**src/rtl/if_inst_queue_pkg.sv**
```systemverilog
// Shared types and constants for the instruction-fetch queue.
//   FS_TO_DS_BUS_WD : width of the IF->ID bus {ex, badvaddr, inst, pc}
//   fs_entry_t      : one queue slot (pc, instruction word, completion flag, exception flag)
package if_inst_queue_pkg;

  localparam int FS_TO_DS_BUS_WD = 97;

  typedef struct packed {
    logic [31:0] pc;
    logic [31:0] inst;
    logic        inst_ok;
    logic        ex;
  } fs_entry_t;

endpackage

```
**src/rtl/if_queue_ctrl.sv**
```systemverilog
// Pointer and counter control for the fetch queue.
// Ports:
//   clk, resetn         clock, async active-low reset
//   push                entry accepted this cycle
//   push_owed           accepted entry expects an SRAM response
//   pop                 head handed to ID
//   data_ok             SRAM response this cycle
//   flush               exception/eret flush from WB
//   fill_idx            slot that a response fills this cycle
//   wr_ptr/fill_ptr/rd_ptr, occupancy   queue state
//   fill                response goes into the queue (not discarded)
//   allowin, full, waiting              status flags
module if_queue_ctrl #(
  parameter int DEPTH = 2,
  parameter int CNT_W = $clog2(DEPTH) + 2,
  parameter int PTR_W = $clog2(DEPTH)
) (
  input  logic             clk,
  input  logic             resetn,
  input  logic             push,
  input  logic             push_owed,
  input  logic             pop,
  input  logic             data_ok,
  input  logic             flush,
  input  logic [PTR_W-1:0] fill_idx,
  output logic [PTR_W-1:0] wr_ptr,
  output logic [PTR_W-1:0] fill_ptr,
  output logic [PTR_W-1:0] rd_ptr,
  output logic [CNT_W-1:0] occupancy,
  output logic             fill,
  output logic             allowin,
  output logic             full,
  output logic             waiting
);

  logic [CNT_W-1:0] pending;
  logic [CNT_W-1:0] discard;
  logic             drop;
  logic             owed_ok;

  assign drop    = data_ok && (discard != '0);
  assign fill    = data_ok && (discard == '0) && (pending != '0);
  // a response that was actually owed; an orphan one must not underflow discard
  assign owed_ok = data_ok && ((discard != '0) || (pending != '0));

  assign allowin = occupancy < CNT_W'(DEPTH);
  assign full    = occupancy == CNT_W'(DEPTH);
  assign waiting = (pending != '0) || (discard != '0);

  always_ff @(posedge clk or negedge resetn) begin
    if (!resetn) begin
      wr_ptr    <= '0;
      fill_ptr  <= '0;
      rd_ptr    <= '0;
      occupancy <= '0;
      pending   <= '0;
      discard   <= '0;
    end else if (flush) begin
      wr_ptr    <= '0;
      fill_ptr  <= '0;
      rd_ptr    <= '0;
      occupancy <= '0;
      pending   <= '0;
      // everything still owed by the SRAM, including a request issued this cycle, is dropped later
      discard   <= discard + pending + CNT_W'(push_owed) - CNT_W'(owed_ok);
    end else begin
      if (push) wr_ptr <= wr_ptr + PTR_W'(1);
      if (pop)  rd_ptr <= rd_ptr + PTR_W'(1);
      if (fill) fill_ptr <= fill_idx + PTR_W'(1);
      occupancy <= occupancy + CNT_W'(push) - CNT_W'(pop);
      pending   <= pending + CNT_W'(push_owed) - CNT_W'(fill);
      if (drop) discard <= discard - CNT_W'(1);
    end
  end

  a_no_orphan_rsp: assert property (@(posedge clk) disable iff (!resetn)
    data_ok |-> ((pending != '0) || (discard != '0)));

  a_cnt_bound: assert property (@(posedge clk) disable iff (!resetn)
    (occupancy <= CNT_W'(DEPTH + 1)) && (pending <= CNT_W'(DEPTH + 1)) &&
    (discard <= CNT_W'(DEPTH + 1)));

endmodule

```
**src/rtl/if_inst_queue.sv**
```systemverilog
// IF stage fetch queue between pre-IF and ID on the SRAM-like instruction port.
// Holds up to DEPTH fetches in program order and pairs in-order data_ok
// responses with the oldest fetch still awaiting its word. A WB flush empties
// the queue and arranges for in-flight responses to be silently dropped.
// Ports:
//   clk, resetn                          clock, async active-low reset
//   pfs_to_fs_valid, pfs_to_fs_pc        push of an issued fetch
//   fs_allowin                           queue has room
//   fs_to_ds_valid, fs_to_ds_bus         head entry to ID {ex, badvaddr, inst, pc}
//   ds_allowin                           ID takes the head
//   inst_sram_rdata, inst_sram_data_ok   SRAM response
//   inst_sram_data_waiting               responses still owed
//   fs_full, fs_valid_o                  occupancy status
//   ws_ex, ws_eret                       flush
// Build option: IF_ADDR_EXC_EN makes misaligned PCs complete immediately as
// address-error entries that owe no SRAM response.
module if_inst_queue
  import if_inst_queue_pkg::*;
#(
  parameter int DEPTH = 2,
  parameter int CNT_W = $clog2(DEPTH) + 2
) (
  input  logic                       clk,
  input  logic                       resetn,
  input  logic                       pfs_to_fs_valid,
  input  logic [31:0]                pfs_to_fs_pc,
  output logic                       fs_allowin,
  output logic                       fs_to_ds_valid,
  output logic [FS_TO_DS_BUS_WD-1:0] fs_to_ds_bus,
  input  logic                       ds_allowin,
  input  logic [31:0]                inst_sram_rdata,
  input  logic                       inst_sram_data_ok,
  output logic                       inst_sram_data_waiting,
  output logic                       fs_full,
  output logic                       fs_valid_o,
  input  logic                       ws_ex,
  input  logic                       ws_eret
);

  localparam int PTR_W = $clog2(DEPTH);

  fs_entry_t        entry [DEPTH];
  fs_entry_t        head;
  logic [PTR_W-1:0] wr_ptr, fill_ptr, rd_ptr, fill_idx;
  logic [CNT_W-1:0] occupancy;
  logic             flush, push, push_owed, push_exc, pop, fill;

  assign flush = ws_ex || ws_eret;
  assign push  = pfs_to_fs_valid && fs_allowin;

`ifdef IF_ADDR_EXC_EN
  assign push_exc = pfs_to_fs_pc[1:0] != 2'b00;
`else
  assign push_exc = 1'b0;
`endif
  assign push_owed = push && !push_exc;

  // With address-error entries in the queue, the next slot awaiting data is
  // the oldest incomplete one, which may lie past completed exception slots.
  always_comb begin
    fill_idx = fill_ptr;
`ifdef IF_ADDR_EXC_EN
    for (int i = DEPTH - 1; i >= 0; i--) begin
      if ((CNT_W'(i) < occupancy) && !entry[rd_ptr + PTR_W'(i)].inst_ok)
        fill_idx = rd_ptr + PTR_W'(i);
    end
`endif
  end

  if_queue_ctrl #(
    .DEPTH(DEPTH),
    .CNT_W(CNT_W),
    .PTR_W(PTR_W)
  ) u_ctrl (
    .clk       (clk),
    .resetn    (resetn),
    .push      (push),
    .push_owed (push_owed),
    .pop       (pop),
    .data_ok   (inst_sram_data_ok),
    .flush     (flush),
    .fill_idx  (fill_idx),
    .wr_ptr    (wr_ptr),
    .fill_ptr  (fill_ptr),
    .rd_ptr    (rd_ptr),
    .occupancy (occupancy),
    .fill      (fill),
    .allowin   (fs_allowin),
    .full      (fs_full),
    .waiting   (inst_sram_data_waiting)
  );

  always_ff @(posedge clk or negedge resetn) begin
    if (!resetn) begin
      for (int i = 0; i < DEPTH; i++) entry[i] <= '0;
    end else if (!flush) begin
      if (push) begin
        entry[wr_ptr].pc      <= pfs_to_fs_pc;
        entry[wr_ptr].inst    <= '0;
        entry[wr_ptr].inst_ok <= push_exc;
        entry[wr_ptr].ex      <= push_exc;
      end
      // push and fill never target the same slot: fill stays inside the occupied window
      if (fill) begin
        entry[fill_idx].inst    <= inst_sram_rdata;
        entry[fill_idx].inst_ok <= 1'b1;
      end
    end
  end

  assign head           = entry[rd_ptr];
  assign fs_valid_o     = occupancy != '0;
  assign fs_to_ds_valid = fs_valid_o && head.inst_ok && !flush;
  assign pop            = fs_to_ds_valid && ds_allowin;
  assign fs_to_ds_bus   = fs_valid_o ? {head.ex, head.pc, head.inst, head.pc} : '0;

endmodule

```
**config.mk**
```make
export PLATFORM = sky130hd
export DESIGN_NAME = if_inst_queue
export DESIGN_NICKNAME = d
export VERILOG_FILES = /design/src/rtl/if_inst_queue_pkg.sv /design/src/rtl/if_queue_ctrl.sv /design/src/rtl/if_inst_queue.sv
export SDC_FILE = /design/constraint.sdc
export NUM_CORES = 1
export LEC_CHECK = 0
export ABC_CLOCK_PERIOD_IN_PS = 5000
export BUFFER_PORTS_ARGS = -buffer_cell sky130_fd_sc_hd__buf_4
export CAP_MARGIN = 5
export CORE_MARGIN = 2
export CORE_UTILIZATION = 59
export CTS_CLUSTER_DIAMETER = 150
export DETAILED_ROUTE_END_ITERATION = 10
export HOLD_SLACK_MARGIN = 0.05
export PLACE_DENSITY = 0.88
export SLEW_MARGIN = 10
export SYNTH_ARGS = -nofsm -noshare
export SYNTH_HDL_FRONTEND = slang
export SYNTH_SLANG_ARGS = --single-unit
```
**constraint.sdc**
```tcl
create_clock -name clk -period 5 [get_ports clk]
set_input_delay 0.25 -clock clk [delete_from_list [all_inputs] [get_ports clk]]
set_output_delay 0.25 -clock clk [all_outputs]
set_load 0.02 [all_outputs]
```
==> results.json, run 1 <==
{
  "status": "completed",
  "synth_seq_area_share_pct": 47.07,
  "stdcell_count": 978,
  "required_ps": 5320,
  "min-delay-path-class": "input pin to register",
  "wirelength_um": 19020,
  "htree_levels": 4,
  "nets": 878,
  "ys_ff_latch": 144,
  "dp_hpwl_um": 11970,
  "r2r-end": "u_ctrl.discard[2]$_DFFE_PN0P_",
  "synth_edf_count": 0,
  "fmax_mhz": 306.8,
  "cts-root-buf": "clkbuf_16",
  "min_period_ps": 3260,
  "placedInstanceArea_um2": 8720,
  "antenna_found_initial": 0,
  "path_cells": "inv_1 -> ha_1 -> nor2b_1 -> a21oi_1 -> ha_1 -> inv_1 -> fa_1 -> fa_1 -> xor3_1 -> a32oi_1 -> xnor2_1",
  "syn_avg_cell_area_um2": 11.31,
  "gp_congestion": 0.8411,
  "rrSetupSlack_ps": 1740,
  "r2r-start": "u_ctrl.discard[1]$_DFFE_PN0P_",
  "die_h_um": 117.9,
  "grt_max_degree": 102,
  "final_layout_size_suffix_gt1_share_pct": 34.49,
  "holdPathStages": 2,
  "cp_slowest_cell": "fa_1",
  "worst_pin_slew_ps": 1102,
  "p_seq_share_pct": 42.7,
  "worst_ep_arrival_time_ps": 3580,
  "r2r_cells": 11,
  "finalCritPeriodShare_pct": 65.19,
  "cts_buffers": 17,
  "via_count": 5789,
  "clock_sink_count": 144,
  "place.port_buffers": 172,
  "layout_commonest_cell": "buf_4",
  "combPwrFrac_pct": 20.5,
  "stdcell_area_um2": 9303,
  "io_pins": 173,
  "synth_area_leaders": "dfrtp_1 (47%), mux2i_1 (8.6%), o2bb2ai_1 (7.3%)",
  "p_leak_nw": 4.161,
  "route.detailed.drc": 0,
  "vdd_drop_max_mv": 0.2399,
  "final_cell_mix": "buf_4 (178), dfrtp_1 (143), nor2_1 (77), mux2i_1 (66), a21oi_1 (65)",
  "max_stage_delay_ps": 430,
  "grt_pass1_wl_um": 30990,
  "grt.total_usage_pct": 28.06,
  "power_density_nw_per_um2": 354.3,
  "worstHoldStart": "pfs_to_fs_pc[18]",
  "crit_fanout": 5,
  "intPower_mw": 2.402,
  "yosysUniqueCellTypes": 40,
  "worstSkewPairLatency_ps": 420,
  "final_core_util_pct": 73.72,
  "final_hold_viol_count": 0,
  "initial_utilization_pct": 60.67,
  "areaGrowthSynthToFinish_pct": 21.51,
  "grt_overflow": 0,
  "criticalPathCategory": "register to register",
  "firstDrtPassIters": 4,
  "core-area_um2": 12620,
  "cts_tree": "done",
  "num_antenna_cells": 0,
  "fin_tns_setup_ps": 0,
  "switching_power_uw": 894.2,
  "syn_area_um2": 7656,
  "drt-initial-drc-count": 434,
  "via_per_inst": 5.919,
  "synth_area_leader_cell": "dfrtp_1",
  "cp-start-kind": "register",
  "dieArea_um2": 13900,
  "ys_async_sr_fraction_pct": 100.0,
  "cap_violations": 0,
  "yosys_warnings": 0,
  "synth_top_area_share_pct": 47.07,
  "clkSlewWorstSetupHoldPaths_ps": 60,
  "swShare_pct": 27.13,
  "setup_viol": 0,
  "clock_path_buffers": 2,
  "slew_headroom_pct": 26.54,
  "rsz0062_at_grt": "false",
  "placementRows": 41,
  "slew_viol_final": 0,
  "synth_ff_type": "dfrtp_1",
  "die_width_um": 117.9,
  "syn-num-nets": 761,
  "syn_inst": 677,
  "fin_worst_skew_ps": 7.012,
  "grt_pass1_vias": 6069,
  "routedWlPerCell_um": 19.45,
  "ant_nets": 0,
  "power_frac_clock_pct": 36.8,
  "critPathCaptureType": "register",
  "dp_cells": 945,
  "whs_ps": 71.62
}
worst max-delay path, delay by kind of cell, from the launching register on:
family                     cells  cell delay, ps
adders and majority gates      4            1390
xor gates and xnor gates       2             560
DFF                            1             390
AOI/OAI and AO/OA              2             360
and+or+nand+nor                1             290
buffers and inverters          2             180
layout make-up:
cell class              instances  area [um2]
clock buffers                  27       513.0
clock inverters                 4       50.05
fillers                       874        3317
flip-flops and latches        144        3607
repair buffers                181        1368
multi-input cells             431        3478
inverters                      19       71.32
well taps                     172       215.2
layer usage:
layer	wire length, um	vias to the layer above	GRT usage, %
met4	372	0	9.563
met2	9671	250	47.60
met5	0	-	0
met3	1432	34	7.897
li1	-	2617	-
met1	7543	2888	34.51
stage by stage:
stage          setup slack (ps)  power (mW)
2_1_floorplan              2161       1.870
4_1_cts                    1791       3.308
6_report                   1740       3.296
5_1_grt                    1540       3.440
3_3_place_gp               2060       2.031
3_5_place_dp               1822       2.091
cells by family (layout without fill, tap and decap cells):
logic type | Yosys count | in the layout | share of synthesized area [%]
buf+inv | 102 | 231 | 7.632
fa+ha+maj | 13 | 13 | 2.517
mux | 130 | 130 | 19.41
simple gates | 139 | 139 | 9.463
xor+xnor | 6 | 6 | 0.8824
flops | 144 | 144 | 47.07
compound gates | 143 | 143 | 13.03
synth_stat cells, drive strengths merged (2+ instances only):
| library cell | instances |
|---|---|
| xnor2 | 5 |
| or3 | 2 |
| fa | 4 |
| o2bb2ai | 64 |
| nor3b | 32 |
| and2 | 4 |
| nor3 | 4 |
| and4bb | 2 |
| mux2 | 64 |
| a31oi | 2 |
| ha | 9 |
| o21ai | 6 |
| mux2i | 66 |
| dfrtp | 144 |
| a21oi | 65 |
| nand2 | 7 |
| clkbuf | 19 |
| a22oi | 2 |
| inv | 19 |
| buf | 64 |
| nand3 | 2 |
| nor2b | 3 |
| nor2 | 78 |
worst max path at each step:
stage                                              from                             to  slack (ps)  depth (start not counted)
after CTS                 u_ctrl.discard[1]$_DFFE_PN0P_  u_ctrl.discard[2]$_DFFE_PN0P_        1790                         11
after global placement    u_ctrl.discard[0]$_DFFE_PN0P_  u_ctrl.discard[2]$_DFFE_PN0P_        2060                         11
after global routing      u_ctrl.discard[1]$_DFFE_PN0P_  u_ctrl.discard[2]$_DFFE_PN0P_        1540                         11
final                     u_ctrl.discard[1]$_DFFE_PN0P_  u_ctrl.discard[2]$_DFFE_PN0P_        1740                         11
after detailed placement  u_ctrl.discard[1]$_DFFE_PN0P_  u_ctrl.discard[2]$_DFFE_PN0P_        1820                         11
after floorplan           u_ctrl.discard[0]$_DFFE_PN0P_  u_ctrl.discard[2]$_DFFE_PN0P_        2160                         11
power by group through the flow:
| stage | logic [mW] | registers (mW) | clock network, mW |
|---|---|---|---|
| floorplan | 0.479 | 1.39 | 0 |
| global placement | 0.626 | 1.41 | 0 |
| detailed placement | 0.672 | 1.42 | 0 |
| CTS | 0.677 | 1.41 | 1.23 |
| global route | 0.733 | 1.42 | 1.28 |
| finish | 0.676 | 1.41 | 1.21 |
what timing repair did:
| action | CTS | global route |
|---|---|---|
| gates resized for setup | 0 | 0 |
| endpoints found under the hold margin | 100 | 1 |
| setup buffers | 0 | 0 |
| hold buffers | 1 | 1 |
Power figures use the tool's default switching activity.
==> inputs of run 2 (changes only) <==
--- a/config.mk
+++ b/config.mk
@@ -5,15 +5,16 @@
 export SDC_FILE = /design/constraint.sdc
 export NUM_CORES = 1
 export LEC_CHECK = 0
-export ABC_CLOCK_PERIOD_IN_PS = 5000
+export ABC_AREA = 1
+export ABC_CLOCK_PERIOD_IN_PS = 2900
 export BUFFER_PORTS_ARGS = -buffer_cell sky130_fd_sc_hd__buf_4
 export CAP_MARGIN = 5
 export CORE_MARGIN = 2
-export CORE_UTILIZATION = 59
+export CORE_UTILIZATION = 50
 export CTS_CLUSTER_DIAMETER = 150
 export DETAILED_ROUTE_END_ITERATION = 10
 export HOLD_SLACK_MARGIN = 0.05
-export PLACE_DENSITY = 0.88
+export PLACE_DENSITY = 0.79
 export SLEW_MARGIN = 10
 export SYNTH_ARGS = -nofsm -noshare
 export SYNTH_HDL_FRONTEND = slang
==> constraint.sdc (replaced) <==
create_clock -name clk -period 2.9 [get_ports clk]
set_input_delay 0.145 -clock clk [delete_from_list [all_inputs] [get_ports clk]]
set_output_delay 0.145 -clock clk [all_outputs]
set_load 0.02 [all_outputs]
==> run 2 against run 1 <==
Net effect:
- die area up 22%
- highest routed layer unchanged
- sequential share of layout area down 4.1 points
- critical endpoint unchanged
- critical path type unchanged
- cell count up 57%
- synthesized cell count up 66%
- power up 95%
- combinational power up 110%
==> results.json, run 2 <==
{
  "status": "completed",
  "min-delay-path-class": "input pin to register",
  "layout_commonest_cell": "nand2_1",
  "syn-num-nets": 1210,
  "placementRows": 46,
  "p_leak_nw": 6.338,
  "final_cell_mix": "nand2_1 (384), inv_1 (226), buf_4 (186), dfrtp_1 (143), o21ai_0 (118)",
  "fmax_mhz": 384.1,
  "nets": 1394,
  "firstDrtPassIters": 6,
  "cts-root-buf": "clkbuf_16",
  "vdd_drop_max_mv": 0.4016,
  "via_per_inst": 4.604,
  "cp-start-kind": "register",
  "worst_ep_arrival_time_ps": 2950,
  "cts_hold_buf": 65,
  "cap_violations": 0,
  "synth_ff_type": "dfrtp_1",
  "worstSkewPairLatency_ps": 410,
  "worst_pin_slew_ps": 1002,
  "stdcell_count": 1539,
  "htree_levels": 4,
  "die_width_um": 130.0,
  "dp_cells": 1442,
  "syn_avg_cell_area_um2": 7.052,
  "cts_tree": "done",
  "wirelength_um": 19020,
  "cts_buffers": 17,
  "grt.total_usage_pct": 23.37,
  "core-area_um2": 15710,
  "final_core_util_pct": 66.15,
  "synth_top_area_share_pct": 45.38,
  "synth_seq_area_share_pct": 45.38,
  "clkSlewWorstSetupHoldPaths_ps": 60,
  "gp_congestion": 0.7772,
  "routedWlPerCell_um": 12.36,
  "grt_pass1_vias": 6719,
  "synth_edf_count": 0,
  "min_period_ps": 2604,
  "via_count": 7086,
  "grt_max_degree": 100,
  "dieArea_um2": 16900,
  "yosys_warnings": 0,
  "die_h_um": 130.0,
  "syn_inst": 1126,
  "clock_path_buffers": 2,
  "num_antenna_cells": 0,
  "n_fill_cell": 1308,
  "ys_ff_latch": 144,
  "finalCritPeriodShare_pct": 89.78,
  "grt_pass1_wl_um": 31250,
  "final_layout_size_suffix_gt1_share_pct": 17.99,
  "dp_hpwl_um": 11210,
  "stdcell_area_um2": 10390,
  "ys_async_sr_fraction_pct": 100.0,
  "syn_area_um2": 7940,
  "yosysMostFrequentCell": "nand2_1",
  "required_ps": 3240,
  "antenna_found_initial": 0,
  "slew_viol_final": 0,
  "clock_sink_count": 144,
  "areaGrowthSynthToFinish_pct": 30.90,
  "setup_viol": 0,
  "max_stage_delay_ps": 440,
  "cts_setup_buffers": 0,
  "route.detailed.drc": 0,
  "io_pins": 173,
  "placedInstanceArea_um2": 9081,
  "ant_nets": 0,
  "fin_tns_setup_ps": 0,
  "critPathCaptureType": "register",
  "grt_overflow": 0,
  "synth_area_leaders": "dfrtp_1 (45%), nand2_1 (18%), inv_1 (11%)",
  "power_density_nw_per_um2": 619.3,
  "cp_slowest_cell": "fa_1",
  "slew_headroom_pct": 33.21,
  "criticalPathCategory": "register to register",
  "fin_worst_skew_ps": 5.386,
  "yosysUniqueCellTypes": 31,
  "place.port_buffers": 172,
  "cts_resized": 0,
  "rsz0062_at_grt": "false",
  "path_cells": "inv_1 -> ha_1 -> nand2_2 -> nand2_1 -> nand2_1 -> ha_1 -> inv_1 -> fa_1 -> fa_1 -> inv_1 -> nand2_1 -> nand2_1 -> inv_1 -> nand2_1 -> nand3_1 -> a21oi_1",
  "crit_fanout": 4,
  "whs_ps": 73.16,
  "synth_area_leader_cell": "dfrtp_1",
  "synth_commonest_cells": "nand2_1 (384), inv_1 (226), dfrtp_1 (144)",
  "initial_utilization_pct": 50.53,
  "critPathMostFrequentCell": "nand2_1",
  "drt-initial-drc-count": 523,
  "final_hold_viol_count": 0
}
## run 2: changes by cell type after synthesis, sizes merged, moves of 32 or more
cell	change
mux2i	-66
mux2	-64
o21ai	+129
nor3b	-32
a21oi	-62
inv	+211
nand2	+381
o2bb2ai	-64
## run 2: worst max-delay path: cells and delay by family (launching register included)
kind | cells | cell delay, ps
AOI/OAI and AO/OA | 1 | 130
adders and majority gates | 4 | 1320
buffers and inverters | 4 | 270
DFF | 1 | 370
and+or+nand+nor | 7 | 450
## run 2: report_power, final
group	switching, mW	internal, mW
clock	0.840	1.57
combinational	0.819	0.607
sequential	0.191	2.41
total	1.85	4.59
## run 2: worst paths after layout
path / from / to / slack (ps) / depth (start not counted)
min in group asynchronous: resetn / entry[27]$_DFFE_PN0P_ / 310 / 2
max in group asynchronous: resetn / asynchronous set/reset pin / 1670 / 3
worst min register to register: entry[1]$_DFFE_PN0P_ / entry[1]$_DFFE_PN0P_ / 480 / 2
worst min-delay path: ws_eret / u_ctrl.pending[0]$_DFF_PN0_ / 70 / 4
worst max-delay path: u_ctrl.discard[0]$_DFFE_PN0P_ / u_ctrl.discard[2]$_DFFE_PN0P_ / 300 / 16
worst max register to register: u_ctrl.discard[0]$_DFFE_PN0P_ / u_ctrl.discard[2]$_DFFE_PN0P_ / 300 / 16
## run 2: cells by family (layout without fill, tap and decap cells)
logic type	Yosys count	in the layout	synth area share, %
compound gates	141	141	9.108
flops	144	144	45.38
xor+xnor	1	1	0.1103
simple gates	509	509	24.94
buf+inv	318	515	18.03
fa+ha+maj	13	13	2.427
## run 2: layout make-up
type                       instances  area, um2  area share, %
multi-input combinational        664       2915          28.05
tap                              216      270.3          2.600
timing repair buffer             253       2078          20.00
clock inverter                    13      209.0          2.010
clock buffer                      19      452.9          4.358
inverter                         230      863.3          8.306
sequential                       144       3605          34.68
## run 2: layer usage
| layer | up-vias | track usage, % | wire length [um] |
|---|---|---|---|
| met4 | 0 | 7.527 | 298 |
| li1 | 3627 | - | - |
| met1 | 3225 | 29.44 | 8234 |
| met5 | - | 0 | 0 |
| met3 | 30 | 4.592 | 1004 |
| met2 | 204 | 40.65 | 9484 |
## run 2: per-stage QoR
stage	power [mW]	setup slack [ps]
floorplan	3.568	451.8
global placement	3.911	365.5
detailed placement	3.972	315.8
CTS	6.484	302.2
global route	6.854	55.30
finish	6.437	296.3
